$ cat config.mk
export PLATFORM = sky130hd
export DESIGN_NAME = psum_unpack
export DESIGN_NICKNAME = d
export VERILOG_FILES = /design/src/rtl/psum_unpack.sv
export SDC_FILE = /design/constraint.sdc
export NUM_CORES = 1
export LEC_CHECK = 0
export ABC_AREA = 1
export ABC_CLOCK_PERIOD_IN_PS = 5400
export CORE_MARGIN = 4
export CORE_UTILIZATION = 50
export CTS_CLUSTER_SIZE = 10
export DETAILED_ROUTE_END_ITERATION = 16
export MAX_ROUTING_LAYER = met4
export PLACE_DENSITY = 0.91
export SETUP_SLACK_MARGIN = 0.1
export SKIP_CTS_REPAIR_TIMING = 1
export SLEW_MARGIN = 20
export SYNTH_ARGS = -nofsm -noshare
export SYNTH_HDL_FRONTEND = slang
export SYNTH_SLANG_ARGS = --single-unit
export TNS_END_PERCENT = 10
$ cat constraint.sdc
create_clock -name clk -period 5.4 [get_ports clk]
set_clock_uncertainty 0.2 [all_clocks]
set_input_delay 1.08 -clock clk [delete_from_list [all_inputs] [get_ports clk]]
set_output_delay 1.08 -clock clk [all_outputs]
set_load 0.05 [all_outputs]
$ cat src/rtl/psum_unpack.sv
// psum_unpack: splits 64-bit packed partial-sum words into a stream of
// DW-bit lanes, lane 0 (MSBs) first, with word-last and plane-last flags.
module psum_unpack #(
  parameter int unsigned DW          = 16,
  parameter int unsigned LANES       = 4,
  parameter int unsigned PLANE_WORDS = 8,
  localparam int unsigned WW = DW * LANES,
  localparam int unsigned LW = (LANES > 1) ? $clog2(LANES) : 1,
  localparam int unsigned CW = (PLANE_WORDS > 1) ? $clog2(PLANE_WORDS) : 1
) (
  input  logic          clk,
  input  logic          rst,
  input  logic          in_valid,
  output logic          in_ready,
  input  logic [WW-1:0] in_data,
  output logic          out_valid,
  input  logic          out_ready,
  output logic [DW-1:0] out_data,
  output logic          out_last,
  output logic          out_plane_last,
  output logic [CW-1:0] word_cnt
);

  logic [WW-1:0] data_q;
  logic [LW-1:0] lane_q;
  logic          full_q;
  logic [CW-1:0] wcnt_q;

  logic lane_is_last;
  logic out_fire;
  logic last_fire;
  logic in_fire;

  // Handshake decode; in_ready looks through out_ready so words stream back-to-back.
  always_comb begin
    lane_is_last   = (lane_q == LW'(LANES - 1));
    out_fire       = full_q & out_ready;
    last_fire      = out_fire & lane_is_last;
    in_ready       = ~full_q | last_fire;
    in_fire        = in_valid & in_ready;
    out_valid      = full_q;
    out_last       = full_q & lane_is_last;
    out_plane_last = out_last & (wcnt_q == CW'(PLANE_WORDS - 1));
    word_cnt       = wcnt_q;
  end

  // Lane select from the held word; lane 0 sits in the top DW bits.
  always_comb begin
    out_data = data_q[WW-1 -: DW];
    for (int i = 0; i < LANES; i++) begin
      if (lane_q == LW'(i)) begin
        out_data = data_q[DW*(LANES-i)-1 -: DW];
      end
    end
  end

  // Word buffer, lane pointer and full flag.
  always_ff @(posedge clk or posedge rst) begin
    if (rst) begin
      data_q <= '0;
      lane_q <= '0;
      full_q <= 1'b0;
    end else if (in_fire) begin
      data_q <= in_data;
      lane_q <= '0;
      full_q <= 1'b1;
    end else if (out_fire) begin
      if (lane_is_last) begin
        full_q <= 1'b0;
        lane_q <= '0;
      end else begin
        lane_q <= lane_q + LW'(1);
      end
    end
  end

  // Word-within-plane counter, advanced as each word's final lane leaves.
  always_ff @(posedge clk or posedge rst) begin
    if (rst) begin
      wcnt_q <= '0;
    end else if (last_fire) begin
      if (wcnt_q == CW'(PLANE_WORDS - 1)) begin
        wcnt_q <= '0;
      end else begin
        wcnt_q <= wcnt_q + CW'(1);
      end
    end
  end

endmodule

==> impl_metrics.csv <==
group,metric,value,unit
outcome,outcome,"finished, final reports clean",
timing,fin_crit,4420,ps
critical_path,path_class,"reg -> out",
routing,routed.top_layer,"met4",
floorplan,core_area,0.00649,mm²
cts,h-tree-depth,3,
timing,rsz0062_at_grt,"no",
global_route,grt_pass1_wl,14800,µm
finish,diodes,0,
yosys,avgSynthCellArea,7.67,µm²
yosys,synth_top_area_frac,0.513,
pwr,ir_drop,0.309,mV
cts,root_buffer,"clkbuf_8",
routing,wl_met2,4540,µm
timing,slew_violations,0,
cts,clockBufferDepth,2,
floorplan,ioPinCount,91,
floorplan,die_w,90.6,µm
timing,worst-slew-pin-transition,875,ps
yosys,synthCells,445,
routing,first_pass_iters,5,
yosys,yosysMostFrequentCell,"nand2_1",
placement,hpwlAfterDp,6250,µm
routing,wl_per_cell,15.0,µm
critical_path,max_stage_delay,720,ps
critical_path,crit_fanout,19,
critical_path,r2r_setup_slack,2260,ps
critical_path,cp.arrival,3140,ps
pwr,leakage,2.30,nW
yosys,seq_area_frac_synth,0.513,
yosys,synth_commonest_cells,"nand2_1 (208), dfrtp_1 (70), nand3_1 (66)",
yosys,synth_top_area_cell,"dfrtp_1",
yosys,syn-cell-area,0.00341,mm²
pwr,power_density,655,mW/mm²
critical_path,worstPathBufferInverterCount,2,
critical_path,crit_path_cell_trace,"ha_1 -> clkinv_1 -> nor2_1 -> a21oi_1 -> clkdlybuf4s50_1",
cts,cts_tree,"yes",
timing,fin_setup_tns,0,ps
critical_path,critical-path-top-delay-family,"buffers and inverters",
routing,viasPerCell,5.36,
placement,port_buffers,90,
finish,drive_gt1_frac,0.0477,
floorplan,die_h,90.6,µm
floorplan,die_area,0.00821,mm²
finish,layout.cells.non_filler,601,
critical_path,startpoint_type,"flop",
yosys,ys.flop_type,"dfrtp_1",
timing,clock.fmax,0.226,GHz
yosys,yosysUniqueCellTypes,18,
critical_path,required,4120,ps
routing,drtIter0Drc,285,
yosys,syn-num-nets,518,
global_route,antenna_found_initial,0,
floorplan,start_util,0.526,
job,max_cap_viol_count,0,
finish,nets,592,
yosys,synth-compound-area-share,0.0484,
routing,wl_met3,523,µm
routing,wl,8990,µm
critical_path,cp-end-kind,"primary output",
timing,timing.final.crit_share,0.818,
routing,ant_nets,0,
yosys,yosys.area_share.simple,0.354,
global_route,track_usage,0.232,
placement,place_inst,585,
cts,numCtsBuffers,9,
min_path,hold_class,"reg -> reg",
yosys,yosys_warnings,0,
yosys,synthArstFlopShare,1.00,
global_route,gr-total-overflow,0,
finish,area_delta_synth_final,30.9,%
routing,drc,0,
timing,max_slew_margin,0.416,
floorplan,core.rowCount,29,
finish,design_area,0.00447,mm²
yosys,synth_edf_count,0,
yosys,synthXorXnorAreaFrac,0,
routing,via_count,3223,
critical_path,critPathSlowestCell,"clkdlybuf4s50_1",
placement,place_area,0.00425,mm²
global_route,grt_pass1_vias,3179,
cts,worstSkewPairLatency,350,ps
timing,setup_viol_count_final,0,
placement,gp_congestion,0.903,
routing,wirelength_met1,3650,µm
cts,clk_pin_slew,70,ps
yosys,synth_seq_cells,70,
timing,hold_viol,0,
yosys,yosys-mux-area-fraction,0,
cts,clock-sinks,70,
global_route,grt_max_degree,67,
yosys,synth_top_family_by_area,"simple AND/OR/NAND/NOR gates",
yosys,synth.area.top_cells,"dfrtp_1 (51%), nand2_1 (23%), nand3_1 (9.7%)",
yosys,synthAdderAreaFrac,0.0183,
[cells in the final DEF (no fill, tap or decap)]
master	n
buf_2	1
nand2_4	1
inv_2	1
dfrtp_1	70
nand3_2	1
o21ai_0	1
ha_1	5
nand3_1	66
nand2_2	1
buf_4	3
a21oi_1	32
clkdlybuf4s50_1	89
nand2_1	207
bufinv_16	1
clkinv_2	2
nand4_1	1
or2_2	1
nor2_1	18
inv_1	9
clkinv_1	1
clkbuf_8	13
[sequential cells by signal, summed over array words and instances, names as in the netlist]
name,count
data_q,64
lane_q,2
out_valid,1
word_cnt,3
[worst min-delay path, cell delays in order, from the launching register on]
cell	delay (ps)
dfrtp_1	340
nand2_1	50
nand2_1	50
[cell type report]
class,instances,area (µm²)
clock buffers,13,179
clock inverters,3,40.0
fillers,507,2030
inverters,11,41.3
multi-input cells,334,1440
flip-flops and latches,70,1750
well taps,77,96.3
repair buffers,93,918
[per-stage QoR]
stage / utilization / power (mW) / setup WS, ps / hold slack (ps)
after floorplan: - / 1.99 / 2160 / 242
after global placement: 0.654 / 2.42 / 1430 / 254
after detailed placement: 0.654 / 2.47 / 1380 / 258
after CTS: 0.687 / 2.93 / 1030 / 276
after global routing: 0.688 / 3.10 / 725 / 290
final: 0.688 / 2.93 / 981 / 274
[cells by family after synthesis]
group | count (synthesis)
and+or+nand+nor | 296
buffers and inverters | 41
adders and majority gates | 5
DFF | 70
AOI/OAI and AO/OA | 33
[routing by layer]
layer / global-route usage / vias up
li1: - / 1555
met1: 0.280 / 1518
met2: 0.375 / 125
met3: 0.0408 / 25
met4: 0.117 / 0
met5: - / -
[path summary, 6_finish.rpt]
kind                                   startpoint  depth (start not counted)                      end
setup / recovery            lane_q[0]$_DFFE_PP0P_                          5              out_data[9]
hold reg to reg            data_q[30]$_DFFE_PP0N_                          2   data_q[30]$_DFFE_PP0N_
min in group asynchronous                     rst                          2  word_cnt[0]$_DFFE_PP0P_
setup reg to reg            lane_q[0]$_DFFE_PP0P_                          7    lane_q[1]$_DFFE_PP0P_
hold / removal             data_q[30]$_DFFE_PP0N_                          2   data_q[30]$_DFFE_PP0N_
max in group asynchronous                     rst                          3   data_q[10]$_DFFE_PP0N_
[report_power, final]
group | switching (mW) | internal [mW] | leakage, nW
combinational | 1.05 | 0.507 | 1.32
clock | 0.190 | 0.262 | 0.115
sequential | 0.150 | 0.763 | 0.874
total | 1.39 | 1.53 | 2.30
No activity file was read; power rests on OpenSTA's default activity.
